### config.mk
export PLATFORM = sky130hd
export DESIGN_NAME = qspi_flash_responder
export DESIGN_NICKNAME = d
export VERILOG_FILES = /design/src/rtl/qspi_flash_responder_pkg.sv /design/src/rtl/qspi_resp_shifter.sv /design/src/rtl/qspi_flash_responder.sv
export SDC_FILE = /design/constraint.sdc
export NUM_CORES = 1
export LEC_CHECK = 0
export BUFFER_PORTS_ARGS = -buffer_cell sky130_fd_sc_hd__buf_2
export CAP_MARGIN = 20
export CORE_UTILIZATION = 36
export CTS_CLUSTER_DIAMETER = 30
export DETAILED_ROUTE_END_ITERATION = 10
export GPL_ROUTABILITY_DRIVEN = 0
export GPL_TIMING_DRIVEN = 0
export PLACE_DENSITY = 0.63
export SLEW_MARGIN = 20
export SYNTH_ARGS = -nofsm -noshare
export SYNTH_HDL_FRONTEND = slang
export SYNTH_SLANG_ARGS = --single-unit
### constraint.sdc
create_clock -name clk -period 1.84 [get_ports clk]
set_input_delay 0.092 -clock clk [delete_from_list [all_inputs] [get_ports clk]]
set_output_delay 0.092 -clock clk [all_outputs]
set_load 0.02 [all_outputs]
### src/rtl/qspi_flash_responder_pkg.sv
// Shared constants for the quad I/O fast-read flash responder.
package qspi_flash_responder_pkg;

    localparam int unsigned CNT_W = 8;

    localparam logic [7:0] CMD_QIO_FAST_READ = 8'hEB;
    localparam logic [3:0] MODE_CONT_NIB     = 4'hA;

    localparam logic [CNT_W-1:0] CMD_END  = 8'd7;
    localparam logic [CNT_W-1:0] ADDR_BEG = 8'd8;
    localparam logic [CNT_W-1:0] ADDR_END = 8'd13;
    localparam logic [CNT_W-1:0] MODE_END = 8'd15;

    localparam logic [2:0] ST_IDLE   = 3'd0;
    localparam logic [2:0] ST_CMD    = 3'd1;
    localparam logic [2:0] ST_ADDR   = 3'd2;
    localparam logic [2:0] ST_DUMMY  = 3'd3;
    localparam logic [2:0] ST_DATA   = 3'd4;
    localparam logic [2:0] ST_REJECT = 3'd5;

    // Tick counter that sticks at its maximum during long bursts.
    function automatic logic [CNT_W-1:0] cnt_inc(input logic [CNT_W-1:0] c);
        return (c == {CNT_W{1'b1}}) ? c : c + CNT_W'(1);
    endfunction

endpackage

### src/rtl/qspi_resp_shifter.sv
// Nibble shifter: command/address/mode capture and read-data nibble driver.
module qspi_resp_shifter
    import qspi_flash_responder_pkg::*;
#(
    parameter int unsigned MEM_AW = 16
) (
    input  logic              clk,
    input  logic              rst,
    input  logic [3:0]        io_in,
    input  logic              cmd_shift,
    input  logic              addr_shift,
    input  logic              mode_ld,
    input  logic              nib_hi,
    input  logic              nib_lo,
    input  logic              mem_rd,
    input  logic [7:0]        mem_rdata,
    output logic [7:0]        cmd_next_c,
    output logic [MEM_AW-1:0] addr,
    output logic [3:0]        mode_hi,
    output logic [3:0]        io_out
);

    logic [7:0] cmd_sr;
    logic       byte_vld;
    logic [7:0] byte_buf;
    logic [7:0] byte_src_c;

    assign cmd_next_c = {cmd_sr[6:0], io_in[0]};
    // Fresh memory data bypasses the buffer when the nibble tick lands on it.
    assign byte_src_c = byte_vld ? mem_rdata : byte_buf;

    // Only the low MEM_AW address bits are kept; upper nibbles shift out.
    always_ff @(posedge clk or posedge rst) begin
        if (rst) begin
            cmd_sr   <= '0;
            addr     <= '0;
            mode_hi  <= '0;
            byte_vld <= 1'b0;
            byte_buf <= '0;
            io_out   <= '0;
        end else begin
            byte_vld <= mem_rd;
            if (cmd_shift)  cmd_sr  <= cmd_next_c;
            if (addr_shift) addr    <= {addr[MEM_AW-5:0], io_in};
            if (mode_ld)    mode_hi <= io_in;
            if (byte_vld)   byte_buf <= mem_rdata;
            if (nib_hi)      io_out <= byte_src_c[7:4];
            else if (nib_lo) io_out <= byte_src_c[3:0];
        end
    end

endmodule

### src/rtl/qspi_flash_responder.sv
// Quad I/O fast-read (0xEB) flash responder with continuous-read mode.
module qspi_flash_responder
    import qspi_flash_responder_pkg::*;
#(
    parameter int unsigned MEM_AW    = 16,
    parameter int unsigned DUMMY_NIB = 4   // must be >= 1
) (
    input  logic              clk,
    input  logic              rst,
    input  logic              sck,
    input  logic              ce_n,
    input  logic [3:0]        io_in,
    output logic [3:0]        io_out,
    output logic              io_oe,
    output logic              mem_rd,
    output logic [MEM_AW-1:0] mem_addr,
    input  logic [7:0]        mem_rdata,
    output logic              busy,
    output logic              cmd_err
);

    localparam logic [CNT_W-1:0] FETCH_AT = CNT_W'(14 + DUMMY_NIB);
    localparam logic [CNT_W-1:0] HI0_AT   = CNT_W'(15 + DUMMY_NIB);

    logic [2:0]        state, state_nxt;
    logic [CNT_W-1:0]  count, count_nxt;
    logic              cont_mode, cont_mode_nxt;
    logic              phase, phase_nxt;
    logic              io_oe_nxt, busy_nxt, cmd_err_nxt, mem_rd_nxt;
    logic [MEM_AW-1:0] mem_addr_nxt;

    logic              tick_c;
    logic              cmd_shift_c, addr_shift_c, mode_ld_c, nib_hi_c, nib_lo_c;
    logic [7:0]        cmd_next_c;
    logic [MEM_AW-1:0] addr_q;
    logic [3:0]        mode_hi_q;

    assign tick_c = ~ce_n & sck;

    qspi_resp_shifter #(.MEM_AW(MEM_AW)) u_shifter (
        .clk        (clk),
        .rst        (rst),
        .io_in      (io_in),
        .cmd_shift  (cmd_shift_c),
        .addr_shift (addr_shift_c),
        .mode_ld    (mode_ld_c),
        .nib_hi     (nib_hi_c),
        .nib_lo     (nib_lo_c),
        .mem_rd     (mem_rd),
        .mem_rdata  (mem_rdata),
        .cmd_next_c (cmd_next_c),
        .addr       (addr_q),
        .mode_hi    (mode_hi_q),
        .io_out     (io_out)
    );

    // Next-state and registered-output logic.
    always_comb begin
        state_nxt     = state;
        count_nxt     = count;
        cont_mode_nxt = cont_mode;
        phase_nxt     = phase;
        io_oe_nxt     = io_oe;
        busy_nxt      = busy;
        cmd_err_nxt   = 1'b0;
        mem_rd_nxt    = 1'b0;
        mem_addr_nxt  = mem_addr;
        cmd_shift_c   = 1'b0;
        addr_shift_c  = 1'b0;
        mode_ld_c     = 1'b0;
        nib_hi_c      = 1'b0;
        nib_lo_c      = 1'b0;

        if (ce_n) begin
            state_nxt = ST_IDLE;
            count_nxt = '0;
            io_oe_nxt = 1'b0;
            busy_nxt  = 1'b0;
            phase_nxt = 1'b0;
        end else begin
            if (tick_c && state != ST_IDLE && state != ST_REJECT)
                count_nxt = cnt_inc(count);

            case (state)
                ST_IDLE: begin
                    busy_nxt = 1'b1;
                    if (cont_mode) begin
                        state_nxt = ST_ADDR;
                        count_nxt = ADDR_BEG;
                    end else begin
                        state_nxt = ST_CMD;
                        count_nxt = '0;
                    end
                end
                ST_CMD: begin
                    if (tick_c) begin
                        cmd_shift_c = 1'b1;
                        if (count == CMD_END) begin
                            if (cmd_next_c != CMD_QIO_FAST_READ) begin
                                cmd_err_nxt = 1'b1;
                                busy_nxt    = 1'b0;
                                state_nxt   = ST_REJECT;
                            end else begin
                                state_nxt = ST_ADDR;
                            end
                        end
                    end
                end
                ST_ADDR: begin
                    if (tick_c) begin
                        if (count <= ADDR_END) begin
                            addr_shift_c = 1'b1;
                        end else if (count != MODE_END) begin
                            mode_ld_c = 1'b1;
                        end else begin
                            cont_mode_nxt = (mode_hi_q == MODE_CONT_NIB);
                            state_nxt     = ST_DUMMY;
                        end
                    end
                end
                ST_DUMMY: begin
                    if (tick_c && count == HI0_AT) begin
                        state_nxt = ST_DATA;
                        nib_hi_c  = 1'b1;
                        phase_nxt = 1'b1;
                        io_oe_nxt = 1'b1;
                    end
                end
                ST_DATA: begin
                    // Next byte is fetched while the current high nibble is on the bus.
                    if (tick_c) begin
                        if (phase) begin
                            nib_lo_c     = 1'b1;
                            phase_nxt    = 1'b0;
                            mem_rd_nxt   = 1'b1;
                            mem_addr_nxt = mem_addr + MEM_AW'(1);
                        end else begin
                            nib_hi_c  = 1'b1;
                            phase_nxt = 1'b1;
                        end
                    end
                end
                ST_REJECT: state_nxt = ST_REJECT;
                default:   state_nxt = ST_IDLE;
            endcase

            if (tick_c && count == FETCH_AT && (state == ST_ADDR || state == ST_DUMMY)) begin
                mem_rd_nxt   = 1'b1;
                mem_addr_nxt = addr_q;
            end
        end
    end

    always_ff @(posedge clk or posedge rst) begin
        if (rst) begin
            state     <= ST_IDLE;
            count     <= '0;
            cont_mode <= 1'b0;
            phase     <= 1'b0;
            io_oe     <= 1'b0;
            busy      <= 1'b0;
            cmd_err   <= 1'b0;
            mem_rd    <= 1'b0;
            mem_addr  <= '0;
        end else begin
            state     <= state_nxt;
            count     <= count_nxt;
            cont_mode <= cont_mode_nxt;
            phase     <= phase_nxt;
            io_oe     <= io_oe_nxt;
            busy      <= busy_nxt;
            cmd_err   <= cmd_err_nxt;
            mem_rd    <= mem_rd_nxt;
            mem_addr  <= mem_addr_nxt;
        end
    end

endmodule

* Yosys cells after proc, flatten, opt, wreduce, memory -nomap -nowiden
Cells that the tools add are included.
Cells by class: add/subtract/negate cells 2, multiply operators 0, divide/modulo/power cells 0, order comparisons 1, equal/unequal tests 23, shift-type cells 0, mux-type cells 61, bitwise operators 4, reductions and logical operators 24
Operator list (number):
- $mux 16 | 4
- $mux 8 | 5
- $mux 1 | 36
- $ne 3x3->1 const B | 9
- $mux 3 | 8
- $pmux 3 s6 | 1
- $add 16x1->16 const B | 1
- $eq 8x5->1 const B | 2
- $mux 4 | 3
- $reduce_bool 2->1 | 6
- $reduce_bool 3->1 | 4
- $add 8x1->8 const B | 1
- $eq 8x3->1 const B | 1
- $eq 8x8->1 const B | 1
- $le 8x4->1 const B | 1
- $ne 8x4->1 const B | 1
- $ne 8x8->1 const B | 1
- $reduce_and 4->1 | 2
- $reduce_and 7->1 | 1
- $eq 3x2->1 const B | 2
- $eq 3x3->1 const B | 2
- $pmux 1 s2 | 3
- $logic_and 1x1->1 | 5
- $reduce_and 5->1 | 1
- other kinds (11) | 14
Storage, ports and cells: flip-flop bits (word level) 73, bits in latches 0, memory bits (writable) 0, ROM bits 0, input bits 16, output and inout bits 24, logic and storage cells 130, memories 0

* Depth between registers and ports, before layout
Gate-level depths: netlist of run 1.
depth after elaboration 7, gate-level depth with buffers 8, depth with buffers taken out 7

* Modules after synthesis
From an unflattened synthesis of run 1, not the netlist that was laid out.
Second synthesis, totals: cells, all modules 337, area total of the unflattened synthesis 3594.7 µm²
By module, submodules not included:
- qspi_flash_responder | times used 1, cells an instance 243, area an instance 2060.7 µm², seq. area each 825.8 µm²
- qspi_resp_shifter | times used 1, cells an instance 94, area an instance 1534.0 µm², seq. area each 1001.0 µm²

* Least setup slack after synthesis of run 1
OpenSTA, ideal clock, no wires.
kind flip-flop to flip-flop, start register count[0], end register count[3], library setup time 94 ps, data arrival time 1937 ps, data required time 1746 ps, slack -191 ps, cell stages (with the launch flop) 8, buffers on the path 1, clock period less this slack 2031 ps, path through dfrtp_1 > ha_1 > clkbuf_1 > and4_1 > a221oi_2 > nand4_1 > xor2_1 > a211oi_1
On the way: longest elaborated chain between the ends 5, elaborated cells on any way between the ends 8, classes of those cells add/sub (1); eq/ne (2); mux (4); reduce/logical (1)
RTL lines:
- start: declaration | RTL line qspi_flash_responder.sv:26 | logic [CNT_W-1:0] count, count_nxt;
- start signal: assignment | RTL line qspi_flash_responder.sv:167 | count <= count_nxt;
- $add 8x1->8 | RTL line qspi_flash_responder_pkg.sv:23 | return (c == {CNT_W{1'b1}}) ? c : c + CNT_W'(1);
- $mux 8 | RTL line qspi_flash_responder_pkg.sv:23
- $mux 8 | RTL line qspi_flash_responder.sv:81 | if (tick_c && state != ST_IDLE && state != ST_REJECT)
- $mux 8 | RTL line qspi_flash_responder.sv:84 | case (state)
- $mux 8 | RTL line qspi_flash_responder.sv:74 | if (ce_n) begin
Parallel ways exist; a longest one is shown, timed or not. The select of a mux whose other input is x is not followed. A chain may end at the register's enable or synchronous reset.

* Worst setup path after layout of run 1
start register count[6], end register state[0]
On the way: longest elaborated chain between the ends 4, elaborated cells on any way between the ends 10, classes of those cells order compare (1); eq/ne (7); reduce/logical (2)
RTL lines:
- branches (longest 3 deep; another with $le 8x4->1)
- $reduce_and 7->1 (no line) *
- end signal: assignment | RTL line qspi_flash_responder.sv:166 | state <= state_nxt;
- end: declaration | RTL line qspi_flash_responder.sv:25 | logic [2:0] state, state_nxt;
Every way passes the cells marked *.

==> results of run 1 <==
## sequential cells by signal (all words and copies together), names as in the netlist
register	flops
u_shifter.byte_vld	1
u_shifter.mode_hi	4
phase	1
cmd_err	1
state	3
u_shifter.addr	16
u_shifter.cmd_sr	7
cont_mode	1
mem_rd	1
count	8
busy	1
mem_addr	16
u_shifter.io_out	4
io_oe	1
u_shifter.byte_buf	8
## Yosys cell counts (3+ instances only)
| master | count |
|---|---|
| a31oi_1 | 4 |
| clkbuf_1 | 13 |
| ha_1 | 5 |
| a22oi_1 | 3 |
| xnor2_1 | 4 |
| o211ai_1 | 3 |
| mux2_2 | 36 |
| nand2b_1 | 5 |
| nor2_1 | 24 |
| inv_1 | 13 |
| o221ai_1 | 4 |
| xor2_1 | 8 |
| nor2b_1 | 5 |
| nand2_1 | 35 |
| o311ai_0 | 4 |
| and3_1 | 4 |
| o21ai_0 | 17 |
| mux2i_1 | 4 |
| nor3_1 | 5 |
| nand3_1 | 11 |
| dfrtp_1 | 73 |
| a21oi_1 | 10 |
| nand4_1 | 7 |
## placed cells by master (no fill, tap or decap), types with 4 or more instances in the layout
master and count:
nand3_1 9, nor2b_1 5, dfrtp_2 4, dlygate4sd3_1 7
buf_4 17, inv_1 10, nand2_1 30, nand2b_1 5
clkbuf_8 12, nand2_2 5, mux2i_1 4, buf_2 39
nor2_1 22, buf_6 8, o21ai_2 8, a31oi_1 4
xnor2_1 4, mux2_2 36, a21oi_1 10, nand4_1 7
xor2_1 8, o21ai_0 8, dfrtp_1 69
## logic make-up (layout without fill, tap and decap cells)
group	after synthesis	in the layout	share of synthesized area [%]
buffers and inverters	28	113	3.01
xor gates and xnor gates	12	12	2.94
DFF	73	73	51.1
adders and majority gates	5	5	1.75
and+or+nand+nor	120	120	18.2
muxes	40	40	12.5
AOI/OAI and AO/OA	56	56	10.5
## layout make-up
class	count	area, sq um	share of cell area [%]
Multi-Input combinational cell	233	1900	39.7
Sequential cell	73	1830	38.2
Timing Repair Buffer	74	557	11.6
Tap cell	129	161	3.37
Clock buffer	9	124	2.58
Buffer	10	91.3	1.91
Clock inverter	7	70.1	1.46
Inverter	13	52.6	1.10
## critical path, delay by kind of cell, from the launching register on
kind | cells | cell delay [ns]
and+or+nand+nor | 2 | 0.75
AOI/OAI and AO/OA | 3 | 0.50
DFF | 1 | 0.40
buffers and inverters | 2 | 0.29
## where the power goes
group          internal (W)  switching [W]
Sequential          0.00175       0.000144
Clock              0.000626       0.000611
Combinational      0.000393       0.000417
Total               0.00277        0.00117
## layer usage
layer,share of wire (%),GRT usage [%]
met5,0,0
met4,1.5,5.91
met2,48,27.7
met3,4.2,3.80
met1,46,23.7
## final timing paths
check,startpoint,end,slack [ns]
hold / removal,io_in[3],u_shifter.addr[3],0.02
setup / recovery,count[6],state[0],-0.19
hold reg to reg,mem_rd,u_shifter.byte_vld,0.37
max in group asynchronous,rst,count[1],0.81
min in group asynchronous,rst,state[2],0.33
setup reg to reg,count[6],state[0],-0.19
## stage by stage
step	instances	hold WS, ns	setup slack (ns)	area [sq um]	total power [W]
after floorplan	334	0.242	-0.0672	3600	0.00240
after global placement	501	0.346	-0.403	3950	0.00255
after detailed placement	503	0.133	-0.491	4000	0.00258
after CTS	541	0.0000128	-0.191	4590	0.00388
after global routing	548	0.00416	-0.245	4790	0.00415
final	548	0.0177	-0.189	4790	0.00394
## repair_timing
action | 4_1_cts | 5_1_grt
pin swaps | 23 | 17
buffers inserted | 17 | 7
setup endpoints to repair | 49 | 57
gates cloned | 3 | 0
hold endpoints to repair | 21 | 3
hold buffers | 5 | 2
gates resized for setup | 54 | 41
==> summary.md, run 1 <==
| Metric | Value |
|---|---|
| Yosys warning total | `0` |
| Cells after Synth | `334` |
| Main flop type after synthesis | `dfrtp_1` |
| Mean post-synth cell area | `10.7 sq um` |
| Top cell type's share of synthesized area | `51.1%` |
| Max-cap viol count | `0` |
| Synth top area cells | `dfrtp_1 (51%), mux2_2 (11%), nand2_1 (3.7%), nor2_1 (2.5%), o21ai_0 (2.4%)` |
| First-pass GRT wire length | `approximately 14,000 um` |
| Count of pins over their slew limit | `0` |
| Die height | `102 um` |
| DRC errors left | `0` |
| CTS buffer count | `9` |
| Crit Path Category | `reg2reg` |
| Final hold violations | `0` |
| Post-synth ARST share | `100%` |
| Routed wire length | `8500 um` |
| Post-Syn Area | `0.00357 sq mm` |
| Hold Path Depth | `2` |
| Root buffer cell | `clkbuf_8` |
| DIE AREA | `0.0103 sq mm` |
| CP Cell Sequence | `or4_4 > buf_6 > o311a_1 > nor3_2 > buf_4 > o211ai_1 > a21oi_1` |
| F_max | `493 MHz` |
| P&R area growth vs syn | `34.2%` |
| DPL Wire Length | `5510 um` |
| P per Cell Area | `823 mW/mm^2` |
| Drt wl/cell | `15.5 um` |
| Net count, final | `about 440` |
| Number of detailed-route iterations in the first pass | `4` |
| # diodes | `0` |
| Core ar. | `0.00942 sq mm` |
| Final setup fails | `12` |
| Synth cell types | `between 50 and 60` |
| Worst path slowest cell | `or4_4` |
| Critical path endpoint category | `register` |
| Outcome | `finished with violations` |
| Net count after synthesis | `355` |
| Drt via density | `5.30` |
| Critical Path Source Type | `register` |
| Clock Path Buffers | `2` |
| Die Wd | `between 100 and 150 um` |
| Final setup margin | `-0.189 ns` |
| CTS tree | `built` |
| Port bufs | `38` |
| Total track usage | `17.5%` |
| Worst hold-check path type | `in2reg` |
| CP arrival | `2.29 ns` |
| Worst relative slew slack | `68.4%` |
| Synth Register Bits | `73` |
| Crit Path Max Fanout | `3` |
| Clk_skew | `0.00883 ns` |
| Worst-Margin Slew | `0.473 ns` |
| Largest net degree at the start of global routing | `36` |
| Initial DRC Count | `130` |
| Share of layout cells above drive strength 1 | `42.5%` |
| LEAKAGE | `2.20 nW` |
| Period utilization | `110%` |
| Post-synth EDFFs | `0` |
| Failing checks | `negative setup slack` |
| Post-synth top area cell | `dfrtp_1` |
| Via count | `2,905` |
| Sink Count | `73` |
| Row count | `35` |
| Final ANT Viol Nets | `0` |
| Crit path time final | `2.03 ns` |
| GR Overflow Total | `0` |
| Initial core utilization | `37.9%` |
| Final Util | `50.9%` |
| H-tree depth | `3` |
| Crit-path max cell delay | `0.57 ns` |
| Reg clk slew, reported paths | `0.08 ns` |
| Maximum vdd drop | `0.000337 V` |
| Latest clock arrival within the worst-skew pair | `between 0.3 and 0.4 ns` |
| Seq/Total Area, Yosys | `roughly half` |
| Vias in the first global route | `2,873` |
| Ports | `40` |
| R2R cell count | `7` |
| Initial antenna violation count | `0` |
| Final TNS setup | `-1.33 ns` |
| RSZ-0062 raised after global routing | `yes` |
| Req. time, crit path | `~2.1 ns` |
| Filler Cell Count | `roughly 830` |
No activity file was read; power rests on OpenSTA's default activity.
==> run 2: changes to the inputs <==
--- a/config.mk
+++ b/config.mk
@@ -7,12 +7,13 @@
 export LEC_CHECK = 0
 export BUFFER_PORTS_ARGS = -buffer_cell sky130_fd_sc_hd__buf_2
 export CAP_MARGIN = 20
-export CORE_UTILIZATION = 36
+export CORE_MARGIN = 4
+export CORE_UTILIZATION = 48
 export CTS_CLUSTER_DIAMETER = 30
 export DETAILED_ROUTE_END_ITERATION = 10
 export GPL_ROUTABILITY_DRIVEN = 0
 export GPL_TIMING_DRIVEN = 0
-export PLACE_DENSITY = 0.63
+export PLACE_DENSITY = 0.78
 export SLEW_MARGIN = 20
 export SYNTH_ARGS = -nofsm -noshare
 export SYNTH_HDL_FRONTEND = slang
==> summary.md, run 2 (synthesized netlist as in run 1, its figures left out) <==
| Metric | Value |
|---|---|
| Outcome | `finished with violations` |
| Failing checks | `negative setup slack` |
| Final setup margin | `-0.103 ns` |
| Min-Delay Endpoint | `u_shifter.mode_hi[2]` |
| Final setup fails | `22` |
| Clk_skew | `0.00659 ns` |
| Routed wire length | `8810 um` |
| Maximum vdd drop | `0.000374 V` |
| Crit Path Max Fanout | `7` |
| Req. time, crit path | `about 2.1 ns` |
| Multi-input logic area | `0.00188 sq mm` |
| Initial antenna violation count | `0` |
| Most frequent cells in the layout | `dfrtp_1 (69), buf_2 (40), mux2_2 (36)` |
| GR Overflow Total | `0` |
| Overall power | `around 0.0040 W` |
| Non-Filler Instances | `510` |
| Worst-Margin Slew | `0.467 ns` |
| Initial DRC Count | `228` |
| Number of detailed-route iterations in the first pass | `7` |
| Final hold violations | `0` |
| Final hold slack | `0.000779 ns` |
| Worst reg2reg path endpoint | `mem_addr[14]` |
| Placed cells | `473` |
| CTS tree | `built` |
| DPL Wire Length | `5350 um` |
| Core ar. | `0.00725 sq mm` |
| Crit Path Category | `reg2reg` |
| Share of layout cells above drive strength 1 | `40.9%` |
| Crit path time final | `1.94 ns` |
| Commonest non-fill, non-tap cell in the layout | `dfrtp_1` |
| Max-cap viol count | `0` |
| Row count | `31` |
| Setup crit start | `count[3]` |
| Clock Path Buffers | `2` |
| Sink Count | `73` |
| DP Worst Slack | `-0.442 ns` |
| Latest clock arrival within the worst-skew pair | `0.35 ns` |
| P per Cell Area | `859 mW/mm^2` |
| Period utilization | `106%` |
| F_max | `515 MHz` |
| Vias in the first global route | `2,854` |
| Hold_sp | `io_in[2]` |
| First-pass GRT wire length | `around 14,000 um` |
| Reg clk slew, reported paths | `0.08 ns` |
| Biggest regs | `mem_addr x16, u_shifter.addr x16` |
| Die Wd | `94.3 um` |
| Net count, final | `427` |
| CTS buffer count | `9` |
| # diodes | `0` |
| Worst relative slew slack | `68.9%` |
| LEAKAGE | `between 2 and 2.5 nW` |
| Critical Path Source Type | `register` |
| Die height | `94.3 um` |
| DRC errors left | `0` |
| DIE AREA | `0.00889 sq mm` |
| Drt via density | `5.83` |
| CP arrival | `2.18 ns` |
| Port bufs | `38` |
| Count of pins over their slew limit | `0` |
| Ports | `40` |
| Via count | `2,973` |
| Total track usage | `19.9%` |
| H-tree depth | `3` |
| RSZ-0062 raised after global routing | `yes` |
| Worst R2R Setup Slack | `-0.10 ns` |
| P&R area growth vs syn | `30.2%` |
| Critical path endpoint category | `register` |
| Seq. cell area | `between 0.0015 and 0.002 sq mm` |
| Final ANT Viol Nets | `0` |
| Root buffer cell | `clkbuf_8` |
| Final Util | `64.1%` |
| Worst hold-check path type | `in2reg` |
| Largest net degree at the start of global routing | `35` |
| Drt wl/cell | `17.3 um` |
| Reg2reg start | `count[3]` |
| Filler Cell Count | `~520` |
| Hold Path Depth | `2` |
| Initial core utilization | `49.2%` |
| R2R cell count | `6` |
## run 2: worst max-delay path: stages (launching register included)
cell and delay [ns]:
dfrtp_2 0.48, or4_4 0.47, nor4_4 0.34, nor2_4 0.11, buf_4 0.19, o21ai_2 0.14
nand3_1 0.09
## run 2: layout make-up
type / instances / area share (%)
clock inverter: 3 / 1.40
multi-input combinational: 233 / 40.5
clock buffer: 13 / 2.99
sequential: 73 / 39.4
timing repair buffer: 66 / 9.90
buffer: 10 / 1.99
tap: 99 / 2.66
inverter: 13 / 1.13
## run 2: what timing repair did
item                                    4_1_cts  5_1_grt
endpoints found under the setup margin       56       57
pin swaps                                    17       18
gates resized for setup                      44       50
cloned                                        2        0
setup buffers                                12        7
hold endpoints to repair                     19        2
hold buffers                                  3        2
## run 2: metrics by stage
stage          instance area [sq um]  setup TNS (ns)
2_1_floorplan                   3600          -0.596
3_3_place_gp                    3920          -10.15
3_5_place_dp                    3960          -11.40
4_1_cts                         4450           -2.25
5_1_grt                         4650           -2.88
6_report                        4650           -1.26
## run 2: worst max path at each step
stage,endpoint,slack [ns],depth (start not counted)
3_5_place_dp,mem_addr[15],-0.44,6
6_report,mem_addr[14],-0.10,6
5_1_grt,mem_addr[14],-0.16,8
2_1_floorplan,u_shifter.io_out[0],-0.07,6
4_1_cts,mem_addr[0],-0.16,5
3_3_place_gp,mem_addr[11],-0.38,6
## run 2: report_power, final
| part | total, W | switching [W] | internal [W] |
|---|---|---|---|
| logic | 0.000763 | 0.000415 | 0.000349 |
| clock network | 0.00134 | 0.000573 | 0.000765 |
| registers | 0.00190 | 0.000139 | 0.00176 |
| total | 0.00400 | 0.00113 | 0.00287 |
## run 2: layer usage
metal	GRT usage, %	part of all wire [%]
met2	32.2	49
met4	7.46	3.0
met3	4.41	6.3
met5	0	0
met1	26.1	42
